### src/rtl/serial_pkg.sv
`default_nettype none
// ============================================================================
// Module      : serial_pkg
// Description : Shared definitions for the serial word datapath (serializer
//               and receiver): default word width and shift-direction codes.
// Revision    : 1.0 - initial release
// ============================================================================
package serial_pkg;

    // Default word width used by both ends of the serial link.
    localparam int DEFAULT_WORD_WIDTH = 8;

    // Shift direction codes.
    // MSB-first: bits enter at the LSB and the register shifts left.
    // LSB-first: bits enter at the MSB and the register shifts right.
    localparam logic DIR_MSB_FIRST = 1'b1;
    localparam logic DIR_LSB_FIRST = 1'b0;

endpackage : serial_pkg
`default_nettype wire

### src/rtl/rx_shift_stage.sv
`default_nettype none
// ============================================================================
// Module      : rx_shift_stage
// Description : Combinational next-value logic for the receive shift register.
//               Shifts one serial bit into the register in either direction,
//               mirroring the left/right shift datapath on the transmit side.
// Ports       : shift_in  [WIDTH] current shift-register contents
//               bit_in    [1]     serial bit to insert
//               dir       [1]     DIR_MSB_FIRST (shift left) / DIR_LSB_FIRST
//               shift_out [WIDTH] shift-register contents after insertion
// Revision    : 1.0 - initial release
// ============================================================================
module rx_shift_stage
    import serial_pkg::*;
#(
    parameter int WIDTH = DEFAULT_WORD_WIDTH
) (
    input  logic [WIDTH-1:0] shift_in,
    input  logic             bit_in,
    input  logic             dir,
    output logic [WIDTH-1:0] shift_out
);

    always_comb begin
        shift_out = shift_in;
        if (dir == DIR_MSB_FIRST) begin
            // New bit enters at the LSB; earliest bit ends up at the MSB.
            shift_out = {shift_in[WIDTH-2:0], bit_in};
        end else begin
            // New bit enters at the MSB; earliest bit ends up at the LSB.
            shift_out = {bit_in, shift_in[WIDTH-1:1]};
        end
    end

endmodule : rx_shift_stage
`default_nettype wire

### src/rtl/serial_word_rx.sv
`default_nettype none
// ============================================================================
// Module      : serial_word_rx
// Description : Serial-to-parallel receiver. Collects one bit per bit_valid
//               strobe into a WIDTH-bit word (MSB-first or LSB-first, chosen
//               at the first bit of each word) and presents completed words
//               through a one-entry valid/ready buffer. A word that completes
//               while the buffer is still occupied is dropped and flagged on
//               the sticky overrun output.
// Ports       : clk        [1]     system clock, rising edge
//               rst_n      [1]     asynchronous active-low reset
//               bit_in     [1]     serial data bit
//               bit_valid  [1]     bit_in valid this cycle
//               msb_first  [1]     word order, sampled at the first bit
//               clear      [1]     abort partial word, clear overrun
//               word_out   [WIDTH] assembled word
//               word_valid [1]     output buffer holds an unread word
//               word_ready [1]     consumer accepts word_out
//               bit_count  [CW]    bits in the current partial word
//               overrun    [1]     sticky: a completed word was dropped
// Revision    : 1.0 - initial release
// ============================================================================
module serial_word_rx
    import serial_pkg::*;
#(
    parameter int WIDTH = DEFAULT_WORD_WIDTH,
    parameter int CW    = $clog2(WIDTH)
) (
    input  logic             clk,
    input  logic             rst_n,
    input  logic             bit_in,
    input  logic             bit_valid,
    input  logic             msb_first,
    input  logic             clear,
    output logic [WIDTH-1:0] word_out,
    output logic             word_valid,
    input  logic             word_ready,
    output logic [CW-1:0]    bit_count,
    output logic             overrun
);

    localparam logic [CW-1:0] c_last_bit = CW'(WIDTH - 1);

    logic [WIDTH-1:0] r_shift;
    logic [CW-1:0]    r_count;
    logic             r_dir;
    logic [WIDTH-1:0] r_word;
    logic             r_valid;
    logic             r_overrun;

    logic [WIDTH-1:0] w_shift_next;
    logic             w_dir;
    logic             w_accept;
    logic             w_last;
    logic             w_xfer;
    logic             w_load;

    // The first bit of a word uses msb_first directly; later bits use the
    // direction latched on that first bit.
    assign w_dir    = (r_count == '0) ? msb_first : r_dir;
    // clear has priority: a bit strobed together with clear is discarded.
    assign w_accept = bit_valid & ~clear;
    assign w_last   = w_accept & (r_count == c_last_bit);
    assign w_xfer   = r_valid & word_ready;
    // A completed word may load when the buffer is empty or is being read
    // in the same cycle, which gives bubble-free back-to-back words.
    assign w_load   = w_last & (~r_valid | word_ready);

    rx_shift_stage #(
        .WIDTH (WIDTH)
    ) u_shift_stage (
        .shift_in  (r_shift),
        .bit_in    (bit_in),
        .dir       (w_dir),
        .shift_out (w_shift_next)
    );

    // Partial-word collection: shift register, bit counter, direction.
    always_ff @(posedge clk or negedge rst_n) begin
        if (!rst_n) begin
            r_shift <= '0;
            r_count <= '0;
            r_dir   <= DIR_MSB_FIRST;
        end else if (clear) begin
            r_shift <= '0;
            r_count <= '0;
        end else if (bit_valid) begin
            r_shift <= w_shift_next;
            if (r_count == '0) begin
                r_dir <= msb_first;
            end
            r_count <= w_last ? '0 : r_count + CW'(1);
        end
    end

    // One-entry output buffer and sticky overrun flag.
    always_ff @(posedge clk or negedge rst_n) begin
        if (!rst_n) begin
            r_word    <= '0;
            r_valid   <= 1'b0;
            r_overrun <= 1'b0;
        end else begin
            if (w_load) begin
                r_word  <= w_shift_next;
                r_valid <= 1'b1;
            end else if (w_xfer) begin
                r_valid <= 1'b0;
            end

            if (clear) begin
                r_overrun <= 1'b0;
            end else if (w_last && !w_load) begin
                r_overrun <= 1'b1;
            end
        end
    end

    assign word_out   = r_word;
    assign word_valid = r_valid;
    assign bit_count  = r_count;
    assign overrun    = r_overrun;

endmodule : serial_word_rx
`default_nettype wire

### config.mk
export PLATFORM = sky130hd
export DESIGN_NAME = serial_word_rx
export DESIGN_NICKNAME = d
export VERILOG_FILES = /design/src/rtl/serial_pkg.sv /design/src/rtl/rx_shift_stage.sv /design/src/rtl/serial_word_rx.sv
export SDC_FILE = /design/constraint.sdc
export NUM_CORES = 1
export LEC_CHECK = 0
export BUFFER_PORTS_ARGS = -buffer_cell sky130_fd_sc_hd__buf_4
export CORE_ASPECT_RATIO = 0.9
export CORE_MARGIN = 1
export CORE_UTILIZATION = 55
export CTS_CLUSTER_SIZE = 8
export DETAILED_ROUTE_END_ITERATION = 10
export HOLD_SLACK_MARGIN = 0.02
export PLACE_DENSITY = 0.85
export SYNTH_ARGS = -nofsm -noshare
export SYNTH_HDL_FRONTEND = slang
export SYNTH_SLANG_ARGS = --single-unit
### constraint.sdc
create_clock -name clk -period 2.1 [get_ports clk]
set_input_delay 0.21 -clock clk [delete_from_list [all_inputs] [get_ports clk]]
set_output_delay 0.21 -clock clk [all_outputs]
set_load 0.01 [all_outputs]
== Word level (Yosys, flattened, before mapping) ==
Index checks and enable logic that the tools add are counted.

* Register bits after elaboration: 22
* Input bits: 7
* Output and inout bits: 13
* Logic and storage cells: 33

* Add/subtract/negate cells: 1
* Equality and inequality tests: 1
* Muxes and demuxes: 11
* Bitwise operators: 7
* Reduce and logical (&&, ||, !) cells: 7

{| class="wikitable"
|+ Operator list
! cell !! count
|-
| 2-to-1 mux 8 bit || 3
|-
| 2-to-1 mux 3 bit || 3
|-
| nonzero test 2 bit || 3
|-
| 2-to-1 mux 1 bit || 5
|-
| bitwise AND 1 bit || 4
|-
| adder 3 x 1 -> 3 bit, second input constant || 1
|-
| == test 3 bit, second input constant || 1
|-
| logical NOT 3 bit || 1
|-
| NOT 1 bit || 2
|-
| AND reduction 2 bit || 1
|-
| logical AND 1 bit || 1
|-
| logical NOT 1 bit || 1
|-
| OR 1 bit || 1
|}

== Logic depth before layout (Yosys ltp) ==
* Depth in word-level cells: 8
* Depth in mapped cells: 7

== Cells and area by module ==
A second synthesis with hierarchy kept.

* Cells, all modules: 82
* Area total of the unflattened synthesis: 1,066.0 um2

{| class="wikitable"
|+ Modules (own cells, without submodules)
! module !! instances !! cells each !! area an instance (um2) !! sequential area each (um2)
|-
| serial_word_rx || 1 || 73 || 934.6 || 551.8
|-
| rx_shift_stage || 1 || 9 || 131.4 || 0.0
|}

== Worst setup path before layout ==
Ideal clock, no wire load.

* Kind: reg-to-reg
* Start: register r_count[0], in the netlist bit_count[0]
* End: register r_word[0], in the netlist word_out[0]
* Library setup time: 81 ps
* Data arrival time: 1,544 ps
* Setup slack: 475 ps
* Cell stages (with the launch flop): 8
* Path buffers: 2
* Clock period less this slack: 1,625 ps
* Path through: dfrtp_1 ha_1 ha_1 and3b_1 buf_6 and2_4 buf_6 a31oi_2

* Word-level cells in the longest chain between the ends: 3
* Elaborated cells on any way between the ends: 6

{| class="wikitable"
|+ RTL lines
! item !! line !! source
|-
| from (decl) || serial_word_rx.sv:45 || <nowiki>logic [CW-1:0] r_count;</nowiki>
|-
| from (signal assigned) || serial_word_rx.sv:92 || <nowiki>r_count <= w_last ? '0 : r_count + CW'(1);</nowiki>
|-
| == test 3 bit / logical NOT 3 bit (equally long branches) || serial_word_rx.sv:63, serial_word_rx.sv:60 ||
|-
| bitwise AND 1 bit / 2-to-1 mux 1 bit (equally long branches) || - ||
|-
| bitwise AND 1 bit / 2-to-1 mux 8 bit (equally long branches) || serial_word_rx.sv:67, rx_shift_stage.sv:26 ||
|-
| to (signal assigned) || serial_word_rx.sv:104 || <nowiki>r_word <= w_shift_next;</nowiki>
|-
| to (decl) || serial_word_rx.sv:47 || <nowiki>logic [WIDTH-1:0] r_word;</nowiki>
|}

Several ways; a longest one is shown, not always the timed one.
A chain may end at the register's enable or synchronous reset.

== Final worst setup path ==
* Start: register r_count[0], in the netlist bit_count[0]
* End: register r_shift[7]

* Word-level cells in the longest chain between the ends: 5

{| class="wikitable"
|+ RTL lines
! item !! line !! source
|-
| logical NOT 3 bit || serial_word_rx.sv:60 || <nowiki>assign w_dir = (r_count == '0) ? msb_first : r_dir;</nowiki>
|-
| 2-to-1 mux 1 bit || - ||
|-
| 2-to-1 mux 8 bit || rx_shift_stage.sv:26 || <nowiki>if (dir == DIR_MSB_FIRST) begin</nowiki>
|-
| 2-to-1 mux 8 bit || serial_word_rx.sv:87 || <nowiki>end else if (bit_valid) begin</nowiki>
|-
| 2-to-1 mux 8 bit || serial_word_rx.sv:84 || <nowiki>end else if (clear) begin</nowiki>
|-
| to (signal assigned) || serial_word_rx.sv:88 || <nowiki>r_shift <= w_shift_next;</nowiki>
|-
| to (decl) || serial_word_rx.sv:44 || <nowiki>logic [WIDTH-1:0] r_shift;</nowiki>
|}

No other way between the ends. The select of a mux whose other input is x is not followed.

==> results.toml <==
[placement]
io_buffer_count = 19
place.gp.congestion = 0.818
post-place-ws_ns = 0.210
hpwl_um = 2040

[worst_setup_path]
crit_type = "flip-flop to flip-flop"
cpPeakStageDelay_ns = 0.44
cp-end-kind = "flip-flop"
crit_chain = "inv_1, ha_1, or2b_1, o21ai_0, a311oi_1"
reg2reg_depth = 5
cp_slowest_cell = "dfrtp_1"
worstPathRequired_ns = 2.31
worst_r2r_endpoint = "r_shift[7]$_DFFE_PN0P_"
critPathBufInv = 1
timing.rr.start = "bit_count[0]$_DFFE_PN0P_"
arrival_ns = 2.05
worstSetupStartpointType = "flip-flop"
cp_max_fo = 10
critPathTopFamily = "compound AO/OA/AOI/OAI gates"
rrSetupSlack_ns = 0.26

[route]
viasPerCell = 6.44
drt-initial-drc-count = 36
via_count = 1121
totalWireLength_um = 2970
drcViolationCount = 0
firstDrtPassIters = 4
avgRoutedWirePerCell_um = 17.1
ant_nets = 0

[timing]
period_share_pct = 87.7
slew_headroom_pct = 70.5
rsz0062_at_grt = "false"
fin_skew_ns = 0.00661
worstMarginPinSlew_ns = 0.443
setup_viol = 0
tns_ns = 0
post-route-min-period_ns = 1.84
whs_ns = 0.169
max_freq_mhz = 543
drv_slew = 0
finalHoldViolations = 0
fin_ws_ns = 0.257

[global_route]
grt_pass1_vias = 1005
grt_max_degree = 23
antenna_found_initial = 0
grtUsageTotal_pct = 25.2
grt_first_pass_wirelength_um = 4750
overflow = 0

[min_path]
min-delay-path-class = "primary input to flip-flop"
hold_path.startpoint = "clear"
whs_endpoint = "bit_count[2]$_DFFE_PN0P_"
whs_path_depth = 2

[clocking]
clock_tree.buffer_depth = 2
cts_root_buffer = "clkbuf_4"
clkSlewWorstSetupHoldPaths_ns = 0.12
clock_latency_ns = 0.31
cts_tree = "done"
numCtsBuffers = 3
cts_num_sinks = 22
cts_max_level = 1

[logic_synthesis]
syn_nets = 141
yosysWarningCount = 0
ys_seq_elements = 22
yosysTopAreaCell = "dfrtp_1"
avgSynthCellArea_sq_um = 10.1
ys_types = 30
netlist_area_sq_mm = 0.00133
ys_seq_area_share_pct = 41.6
synth_top_area_share_pct = 39.7
syn_inst = 131
synthTopCellsByArea = "dfrtp_1, a31oi_2, a311oi_1"

[power]
power_density_mw_per_mm2 = 564
leakagePower_uw = 0.000677
vdd_drop_max_mv = 0.422

[finish]
fin_nets = 158
syn2layout_area_growth_pct = 11.9
final_cell_mix = "dfrtp_1, buf_4, a21oi_1, nor2_1"
nFillCells = 186
antennaDiodeCount = 0
drive_above_1_share_pct = 24.5

[outcome]
status = "finished, final reports clean"

[die]
num_rows = 16
initial_core_util_pct = 59.6
die-area_sq_mm = 0.00261
dieHeight_um = 48.6
dieWidth_um = 53.7
core_area_sq_mm = 0.00222
io_pins = 20

[run]
maxCapViolations = 0
## registers in the layout, summed over array words and instances (netlist names)
register    count
bit_count       3
overrun         1
r_dir           1
r_shift         8
word_out        8
word_valid      1
## metal layers
metal	GRT usage [%]	share of wire [%]	vias up
li1	-	-	518
met1	34.7	43	546
met2	37.9	49	51
met3	6.92	6.1	6
met4	7.46	1.1	0
met5	0	0	-
## Yosys cell counts
master and n:
nand3b_1 2, a31oi_1 8, nor3_2 1, a31oi_2 8, nand2b_1 1, inv_1 5, a21oi_1 11, and2b_1 6
a311oi_1 8, o21ai_0 7, and2_1 8, and2_4 1, dfrtp_1 21, and4bb_1 1, nor3b_1 1, and3b_1 1
a41oi_1 1, dfstp_2 1, nor2b_1 3, nand2_1 3, ha_1 3, nor2_1 10, buf_4 1, buf_6 4
mux2_1 1, nor4bb_1 7, o21ai_1 1, or2b_1 1, clkbuf_1 4, buf_2 1
## timing repair
item	in CTS	in global routing
setup buffers	0	0
resized for setup	0	1
hold buffers	1	0
endpoints found under the setup margin	0	4
endpoints found under the hold margin	21	0
## through the flow
stage	cells	power, uW	utilization [%]	cell area, sq um
after floorplan	131	586	-	1330
after global placement	169	625	65.0	1440
after detailed placement	169	635	65.0	1440
after CTS	174	835	66.6	1480
after global routing	174	883	66.7	1480
final	174	837	66.7	1480
## final cells by class
| type | count | area [sq um] | share of cell area (%) |
|---|---|---|---|
| Timing Repair Buffer | 22 | 168 | 11.3 |
| Sequential cell | 22 | 552 | 37.2 |
| Clock buffer | 4 | 26.3 | 1.77 |
| Multi-Input combinational cell | 94 | 684 | 46.2 |
| Tap cell | 27 | 33.8 | 2.28 |
| Inverter | 5 | 18.8 | 1.27 |
## cell families (layout without fill, tap and decap cells)
group | Yosys count | count (layout) | synth area share [%]
AO/OA/AOI/OAI | 44 | 44 | 24.5
adder cells (fa/ha/maj) | 3 | 3 | 2.83
buffers and inverters | 15 | 31 | 6.89
flip-flops | 22 | 22 | 41.6
multiplexers | 1 | 1 | 0.850
AND/OR/NAND/NOR | 46 | 46 | 23.3
## report_power, final
| group | leakage, uW | internal, uW | switching (uW) |
|---|---|---|---|
| sequential | 0.000297 | 446 | 33.9 |
| clock | 0.0000150 | 74.3 | 130 |
| combinational | 0.000366 | 69.1 | 83.2 |
| total | 0.000677 | 590 | 247 |
## how the worst max path moves through the flow
stage / startpoint / end / depth (start not counted)
after floorplan: bit_count[0]$_DFFE_PN0P_ / word_out[0]$_DFFE_PN0P_ / 7
after global placement: bit_count[0]$_DFFE_PN0P_ / r_shift[2]$_DFFE_PN0P_ / 5
after detailed placement: bit_count[0]$_DFFE_PN0P_ / r_shift[7]$_DFFE_PN0P_ / 5
after CTS: bit_count[0]$_DFFE_PN0P_ / r_shift[0]$_DFFE_PN0P_ / 5
after global routing: bit_count[1]$_DFFE_PN0P_ / r_shift[6]$_DFFE_PN0P_ / 5
final: bit_count[0]$_DFFE_PN0P_ / r_shift[7]$_DFFE_PN0P_ / 5
(Power assumes the default switching activity.)
